File: src/rtl/alu_core.sv
// Multi-cycle 8-bit ALU with a start/done handshake.
// add/and/xor/illegal complete one edge after capture; mul completes MUL_LAT edges after capture.
module alu_core #(
  parameter int MUL_LAT = 3
) (
  input  logic        clk,
  input  logic        reset,
  input  logic [7:0]  A,
  input  logic [7:0]  B,
  input  logic [2:0]  op,
  input  logic        start,
  output logic        done,
  output logic [15:0] result,
  output logic        busy,
  output logic        err
);

  typedef enum logic [1:0] {IDLE, EXEC, DONE, WAIT_LOW} state_t;

  localparam logic [2:0] OP_NOP = 3'b000;
  localparam logic [2:0] OP_ADD = 3'b001;
  localparam logic [2:0] OP_AND = 3'b010;
  localparam logic [2:0] OP_XOR = 3'b011;
  localparam logic [2:0] OP_MUL = 3'b100;
  localparam logic [3:0] MUL_CNT = 4'(MUL_LAT - 1);

  state_t      state_q, state_d;
  logic [7:0]  a_q, a_d, b_q, b_d;
  logic [2:0]  op_q, op_d;
  logic [3:0]  cnt_q, cnt_d;
  logic [15:0] res_q, res_d;
  logic        err_q, err_d;
  logic [15:0] calc;
  logic        illegal;

  always_comb begin
    calc    = 16'h0000;
    illegal = 1'b0;
    case (op_q)
      OP_ADD:  calc = 16'(a_q) + 16'(b_q);
      OP_AND:  calc = {8'h00, a_q & b_q};
      OP_XOR:  calc = {8'h00, a_q ^ b_q};
      OP_MUL:  calc = 16'(a_q) * 16'(b_q);
      default: illegal = 1'b1;
    endcase
  end

  always_comb begin
    state_d = state_q;
    a_d     = a_q;
    b_d     = b_q;
    op_d    = op_q;
    cnt_d   = cnt_q;
    res_d   = res_q;
    err_d   = 1'b0;
    case (state_q)
      IDLE: begin
        if (start) begin
          a_d  = A;
          b_d  = B;
          op_d = op;
          // Only mul needs extra edges; everything else finishes on the next edge.
          cnt_d   = (op == OP_MUL) ? MUL_CNT : 4'd0;
          state_d = (op == OP_NOP) ? IDLE : EXEC;
        end
      end
      EXEC: begin
        if (cnt_q == 4'd0) begin
          res_d   = calc;
          err_d   = illegal;
          state_d = DONE;
        end else begin
          cnt_d = cnt_q - 4'd1;
        end
      end
      DONE:     state_d = start ? WAIT_LOW : IDLE;
      WAIT_LOW: if (!start) state_d = IDLE;
      default:  state_d = IDLE;
    endcase
  end

  always_ff @(posedge clk or posedge reset) begin
    if (reset) begin
      state_q <= IDLE;
      a_q     <= 8'h00;
      b_q     <= 8'h00;
      op_q    <= 3'b000;
      cnt_q   <= 4'd0;
      res_q   <= 16'h0000;
      err_q   <= 1'b0;
    end else begin
      state_q <= state_d;
      a_q     <= a_d;
      b_q     <= b_d;
      op_q    <= op_d;
      cnt_q   <= cnt_d;
      res_q   <= res_d;
      err_q   <= err_d;
    end
  end

  assign done   = (state_q == DONE);
  assign busy   = (state_q == EXEC) || (state_q == DONE);
  assign err    = err_q;
  assign result = res_q;

endmodule

File: config.mk
export PLATFORM = sky130hd
export DESIGN_NAME = alu_core
export DESIGN_NICKNAME = d
export VERILOG_FILES = /design/src/rtl/alu_core.sv
export SDC_FILE = /design/constraint.sdc
export NUM_CORES = 1
export LEC_CHECK = 0
export BUFFER_PORTS_ARGS = -buffer_cell sky130_fd_sc_hd__buf_2
export CORE_UTILIZATION = 45
export DETAILED_ROUTE_END_ITERATION = 7
export HOLD_SLACK_MARGIN = 0.08
export PLACE_DENSITY = 0.71
export SLEW_MARGIN = 20
export SYNTH_ARGS = -nofsm -noshare
export SYNTH_HDL_FRONTEND = slang
export SYNTH_SLANG_ARGS = --single-unit
export TNS_END_PERCENT = 5
File: constraint.sdc
create_clock -name clk -period 6.5 [get_ports clk]
set_clock_uncertainty 0.1 [all_clocks]
set_input_delay 1.3 -clock clk [delete_from_list [all_inputs] [get_ports clk]]
set_output_delay 1.3 -clock clk [all_outputs]
set_load 0.05 [all_outputs]
## Word level (Yosys, flattened, before mapping)

Index checks and enable logic that the tools add are counted.
W data, S select, Z words.

- $add $sub $neg: 2
- Multiply operators: 1
- Equality and inequality tests: 12
- Muxes and demuxes: 14
- Bitwise gates (word level): 2
- Reduce and logical (&&, ||, !) cells: 10

Operators by type and width:

| cell | number |
|---|---|
| $pmux W16 S4 | 1 |
| $mul A8 B8 Y16 | 1 |
| $mux W2 | 5 |
| $add A8 B8 Y9 | 1 |
| $and A8 B8 Y8 | 1 |
| $mux W4 | 2 |
| $ne A2 B2 Y1 const B | 4 |
| $pmux W2 S4 | 1 |
| $pmux W4 S2 | 1 |
| $xor A8 B8 Y8 | 1 |
| $eq A3 B2 Y1 const B | 2 |
| $eq A3 B3 Y1 const B | 2 |
| $reduce_and A3 Y1 | 2 |
| $eq A2 B2 Y1 const B | 2 |
| $logic_not A4 Y1 | 1 |
| $mux W1 | 4 |
| $reduce_and A2 Y1 | 2 |
| $reduce_or A4 Y1 | 1 |
| $sub A4 B1 Y4 const B | 1 |
| $eq A3 B1 Y1 const B | 1 |
| $logic_not A3 Y1 | 1 |
| $eq A2 B1 Y1 const B | 1 |
| $logic_not A2 Y1 | 1 |
| $reduce_bool A2 Y1 | 1 |
| $logic_or A1 B1 Y1 | 1 |

- Register bits: 42
- Bits of input ports: 22
- Output and inout port bits: 19
- Logic and storage cells: 48

## Longest topological paths before layout

Gate-level depths: netlist of the first run.

- Depth in word-level cells: 5
- Gate-level depth with buffers: 16
- Depth with buffers taken out: 16

## Worst setup path after synthesis of the first run

Ideal clock, no wire load.

- Path type: reg-to-reg
- Start point: register a_q[1]
- End point: register res_q[12], in the netlist result[12]
- Library setup time: 0.127 ns
- Data arrival time: 4.054 ns
- Setup slack: 2.219 ns
- Cell stages (with the launch flop): 15
- Clock period less this slack: 4.281 ns
- Cell sequence: dfrtp_1 and2_1 fa_1 fa_1 inv_1 fa_1 fa_1 inv_1 ha_1 a211o_1 a31oi_1 o31ai_2 o31ai_2 xor2_1 o21ai_0

- Longest elaborated chain between the ends: 2

Ends and longest elaborated chain:

| element | RTL line | RTL |
|---|---|---|
| from (decl) | 28 | `logic [7:0] a_q, a_d, b_q, b_d;` |
| from (signal assigned) | 85 | `a_q <= 8'h00;` |
| from (signal assigned) | 93 | `a_q <= a_d;` |
| $mul A8 B8 Y16 | 43 | `OP_MUL: calc = 16'(a_q) * 16'(b_q);` |
| $pmux W16 S4 | 39 | `case (op_q)` |
| to (signal assigned) | 97 | `res_q <= res_d;` |
| to (decl) | 31 | `logic [15:0] res_q, res_d;` |

No other way between the ends.
A chain may end at the register's enable or synchronous reset.

## Final worst setup path of the first run

- Start point: register b_q[4]
- End point: register res_q[12], in the netlist result[12]

- Longest elaborated chain between the ends: 2

Ends and longest elaborated chain:

| element | RTL line | RTL |
|---|---|---|
| from (decl) | 28 |  |
| from (signal assigned) | 86 | `b_q <= 8'h00;` |
| from (signal assigned) | 94 | `b_q <= b_d;` |
| $mul A8 B8 Y16 | 43 |  |
| $pmux W16 S4 | 39 |  |

No other way between the ends.

==> impl_metrics.yaml, run 1 <==
global_route:
  gr-total-overflow: 0
  grt_use_met3_pct: 3.12
  grt_max_degree: 43
  antenna_found_initial: 0
  gr-usage-met1_pct: 28.5
  track_usage_pct: 20.9
  gr-usage-met2_pct: 35.0
  grt_pass1_wl_um: 16400
  grt_pass1_vias: 3374
  gr-max-usage-layer: "met2"
finish:
  nFillCells: 881
  areaGrowthSynthToFinish_pct: 9.50
  drive_gt1_share_pct: 14.4
  final-seq-area_sq_um: 1050
  num-nets-final: 616
  multi_input_area_sq_um: 3070
  utilization_pct: 51.5
  n_antenna_cell: 0
floorplan:
  rows: 35
  core_sq_um: 9330
  dieArea_sq_um: 10100
  io_pins: 41
  chipWidth_um: 101
  die_h_um: 101
  start_util_pct: 47.0
yosys:
  synth_common_cells: "inv_1, ha_1, and2_1, nand2_1, dfrtp_1"
  netlist_instances: 469
  synth_top_cell_area_share_pct: 24.0
  ys_async_sr_fraction_pct: 100
  synth.cell_area_sq_um: 4390
  yosysWarnings: 0
  netlist_top_cells_area: "dfrtp_1, fa_1, ha_1"
  syn_area_per_cell_sq_um: 9.35
  synth_cell_types: 45
  synth_seq_cells: 42
  synth_enable_flop_cells: 0
  synth_nets: 579
  ys_seq_area_share_pct: 24.0
  yosys_most_used_dff: "dfrtp_1"
  yosysMostFrequentCell: "inv_1"
  yosysTopAreaCell: "dfrtp_1"
flow_run:
  cap_violations: 0
critical_path:
  end_kind: "flip-flop"
  worstPathCellList: "and2_1, fa_1, fa_1, inv_1, fa_1, fa_1, inv_1, ha_1, a211o_1, a31oi_1, o31ai_2, o31ai_2, xor2_1, o21ai_0"
  cp.required_ps: 6600
  worstSetupStartpointType: "flip-flop"
  path_common_cell: "fa_1"
  path_max_fanout: 9
  arrival_ps: 4820
  critPathMaxStageDelay_ps: 550
  slowest_stage: "fa_1"
  criticalPathCategory: "flip-flop to flip-flop"
detailed_routing:
  dr_total_vias: 3382
  routed_wirelength_um: 9820
  routed_via_density: 5.32
  wl_per_cell_um: 15.4
  dr.pass1.iters: 4
  antenna_left: 0
  drtIter0Drc: 99
  drc: 0
clock_tree:
  cts_buffer_depth: 2
  cts_hold_buffers: 0
  cts_sinks: 42
  postCtsSetupRepairBufs: 0
  h-tree-depth: 2
  cts_tree: "yes"
  path_clk_slew_ps: 90
  cts_buffers: 5
  root_buffer: "clkbuf_8"
  cts_resized: 0
  insertion_delay_ps: 320
placement:
  hpwlAfterDp_um: 7670
  routabilityCongestion: 0.802
  port_buffers: 40
  pre_cts_slack_ps: 1770
timing:
  relSlewSlack_pct: 43.0
  worst_pin_slew_ps: 853
  tns_ps: 0
  hold_viol_final: 0
  post-route-period-util_pct: 72.7
  worst_slack_ps: 1780
  hold-worst-slack_ps: 378
  slew_violations: 0
  rsz0062_at_grt: "no"
  setup_violations: 0
  period_minus_slack_ps: 4720
  fmax_ghz: 0.212
min_path:
  hp-class: "flip-flop to flip-flop"
outcome:
  status: "finished, final reports clean"
-- critical path: cells and delay by family (launching register included) --
kind                     cells  cell delay, ps
flip-flops                   1             500
AND/OR/NAND/NOR              1             240
XOR/XNOR                     1             180
AO/OA/AOI/OAI                5            1100
adder cells (fa/ha/maj)      5            2390
buffers and inverters        2              90
-- cells in the final DEF, fill, tap and decap left out, drive strengths merged, types with 2 or more instances in the layout --
master / n
a22o: 2
and2: 47
nand3: 2
o211ai: 6
mux2i: 4
nor2b: 3
a21o: 6
o21ai: 28
fa: 37
nand3b: 2
clkbuf: 7
a221oi: 3
a21oi: 22
nor3: 5
mux2: 22
inv: 56
nand2: 48
a211o: 2
a22oi: 3
nor3b: 2
buf: 41
ha: 51
a31oi: 5
nand2b: 5
o31ai: 4
a211oi: 3
o21a: 2
xnor2: 8
or3: 2
nor2: 25
dfrtp: 42
xor2: 4
-- routing by layer --
metal  vias up  part of all wire (%)  routed length [um]
met4         0                   1.2                 121
met1      1649                    47                4570
met2        78                    48                4690
met5         -                     0                   0
met3        13                   4.5                 443
li1       1642                     -                   -
-- flip-flops by register name (all words and copies together) (netlist names) --
signal	count
cnt_q	4
state_q	2
result	16
op_q	3
err	1
b_q	8
a_q	8
-- per-stage QoR --
stage,instance area [sq um],instances
finish,4800,636
detailed placement,4700,628
global route,4800,636
CTS,4800,636
global placement,4700,628
floorplan,4390,469
-- area by class of cell --
class,count,share of cell area [%]
multi-input cells,360,63.8
flip-flops and latches,42,21.9
inverters,56,4.38
repair buffers,41,4.32
well taps,129,3.36
clock buffers,7,1.59
clock inverters,1,0.625
-- cells by family (layout without fill, tap and decap cells) --
group	after synthesis	count (layout)	share of synthesized area [%]
buf+inv	67	105	6.13
compound gates	89	89	12.6
xor+xnor	12	12	2.40
simple gates	145	145	16.9
fa+ha+maj	88	88	31.4
flops	42	42	24.0
mux	26	26	6.56
-- final timing paths --
| check | startpoint | to | slack [ps] | cells after the start |
|---|---|---|---|---|
| max | b_q[4]$_DFFE_PP0P_ | result[12]$_DFFE_PP0P_ | 1780 | 14 |
| min | result[1]$_DFFE_PP0P_ | result[1]$_DFFE_PP0P_ | 380 | 2 |
| max reg2reg | b_q[4]$_DFFE_PP0P_ | result[12]$_DFFE_PP0P_ | 1780 | 14 |
| min reg2reg | result[1]$_DFFE_PP0P_ | result[1]$_DFFE_PP0P_ | 380 | 2 |
| max in group asynchronous | reset | b_q[3]$_DFFE_PP0P_ | 4900 | 3 |
| min in group asynchronous | reset | result[9]$_DFFE_PP0P_ | 1000 | 3 |
Power of run 1 is left out: the tool's default activity adds up to more than one toggle a clock period on the data nets, which glitch-free logic cannot reach.
==> run 2, diff against run 1 <==
- clock period: 6.5 -> 4.8 ns (I/O delays scaled with it)
==> impl_metrics.yaml, run 2 (same netlist as run 1, synthesis figures left out) <==
clock_tree:
  path_clk_slew_ps: 90
  cts_tree: "yes"
  h-tree-depth: 2
  root_buffer: "clkbuf_8"
  insertion_delay_ps: 310
  cts_buffer_depth: 2
  postCtsSetupRepairBufs: 0
  cts_sinks: 42
  cts_buffers: 5
timing:
  slew_violations: 0
  post-route-period-util_pct: 95.6
  setup_violations: 0
  rsz0062_at_grt: "yes"
  relSlewSlack_pct: 43.4
  period_minus_slack_ps: 4590
  fmax_ghz: 0.218
  worst_slack_ps: 209
  hold_viol_final: 0
  worst_pin_slew_ps: 847
detailed_routing:
  routed_wirelength_um: 9820
  wl_per_cell_um: 15.4
  dr_total_vias: 3381
  dr.pass1.iters: 4
  antenna_left: 0
  drc: 0
  routed_via_density: 5.29
  drtIter0Drc: 114
critical_path:
  worstRegToRegCells: 13
  path_max_fanout: 9
  arrival_ps: 4730
  worstPathCellList: "ha_1, fa_1, fa_1, fa_1, inv_1, fa_1, inv_1, ha_1, nand2_1, o31ai_2, o31ai_2, or4_1, nand4_1"
  cp.required_ps: 4940
  path_common_cell: "fa_1"
  end_kind: "flip-flop"
  worstSetupStartpointType: "flip-flop"
  rr_startpoint: "a_q[4]$_DFFE_PP0P_"
  r2r_slack_ps: 210
  critPathMaxStageDelay_ps: 590
  slowest_stage: "fa_1"
  criticalPathCategory: "flip-flop to flip-flop"
  reg2reg_to: "result[14]$_DFFE_PP0P_"
finish:
  largest_register_ffs: 16
  num-nets-final: 619
  n_antenna_cell: 0
  drive_gt1_share_pct: 16.1
  areaGrowthSynthToFinish_pct: 9.90
  final_common_cell: "inv_1"
  final_cell_mix: "inv_1, ha_1, and2_1, nand2_1, buf_2"
  utilization_pct: 51.7
floorplan:
  io_pins: 41
  die_h_um: 101
  start_util_pct: 47.0
  dieArea_sq_um: 10100
  chipWidth_um: 101
  rows: 35
  core_sq_um: 9330
placement:
  routabilityCongestion: 0.871
  hpwlAfterDp_um: 7680
  port_buffers: 40
  pre_cts_slack_ps: 230
global_route:
  track_usage_pct: 21.1
  grt_pass1_wl_um: 16600
  grt_pass1_vias: 3566
  antenna_found_initial: 0
  gr-total-overflow: 0
  grt_max_degree: 43
min_path:
  holdPathEnd: "result[2]$_DFFE_PP0P_"
  whs_path_depth: 2
  hp-class: "flip-flop to flip-flop"
  min_from: "result[2]$_DFFE_PP0P_"
outcome:
  status: "finished, final reports clean"
flow_run:
  cap_violations: 0
==> run 2: cell types whose count changed in the layout (fill, tap and decap cells not counted) <==
cell        change
buf_4           +3
bufinv_16       -1
clkbuf_1        -2
clkbuf_8        +1
clkinv_2        +1
clkinvlp_4      +1
dfrtp_1         -3
dfrtp_2         +3
ha_1            -1
ha_2            +1
==> run 2: timing repair <==
item | 4_1_cts | 5_1_grt
gates resized for setup | 0 | 4
setup endpoints to repair | 0 | 4
hold buffers | 0 | 0
==> run 2: worst max path at each step <==
stage	from	slack [ps]	endpoint	cells after the start
floorplan	a_q[1]$_DFFE_PP0P_	520	result[12]$_DFFE_PP0P_	14
global placement	b_q[4]$_DFFE_PP0P_	330	result[12]$_DFFE_PP0P_	14
detailed placement	b_q[3]$_DFFE_PP0P_	230	result[12]$_DFFE_PP0P_	14
CTS	b_q[3]$_DFFE_PP0P_	190	result[12]$_DFFE_PP0P_	14
global route	b_q[3]$_DFFE_PP0P_	-10	result[12]$_DFFE_PP0P_	14
finish	a_q[4]$_DFFE_PP0P_	210	result[14]$_DFFE_PP0P_	13
==> run 2: through the flow <==
| step | instances | setup TNS (ps) | hold slack (ps) | cell area (sq um) |
|---|---|---|---|---|
| 2_1_floorplan | 469 | 0 | 400 | 4390 |
| 3_3_place_gp | 631 | 0 | 362 | 4720 |
| 3_5_place_dp | 631 | 0 | 365 | 4720 |
| 4_1_cts | 639 | 0 | 386 | 4810 |
| 5_1_grt | 639 | -11.1 | 415 | 4820 |
| 6_report | 639 | 0 | 379 | 4820 |
==> run 2: cell type report <==
cell class / count / area, sq um
Fill cell: 871 / 4510
Multi-Input combinational cell: 360 / 3070
Sequential cell: 42 / 1050
Timing Repair Buffer: 44 / 230
Inverter: 56 / 210
Tap cell: 129 / 161
Clock buffer: 6 / 82.6
Clock inverter: 2 / 12.5
==> run 2: per-layer routing <==
metal  vias to the layer above  wire (um)  track usage [%]  part of all wire, %
met4                         0        117             6.35                  1.2
met5                         -          0                0                    0
met1                      1648       4580             27.9                   47
li1                       1646          -                -                    -
met2                        74       4730             35.4                   48
met3                        13        394             3.47                  4.0
==> run 2: critical path: cells and delay by family (launching register included) <==
kind,cells,cell delay [ps]
adders and majority gates,6,2840
buffers and inverters,2,120
DFF,1,470
and+or+nand+nor,3,580
AOI/OAI and AO/OA,2,420
Power of run 2 is left out for the same reason.
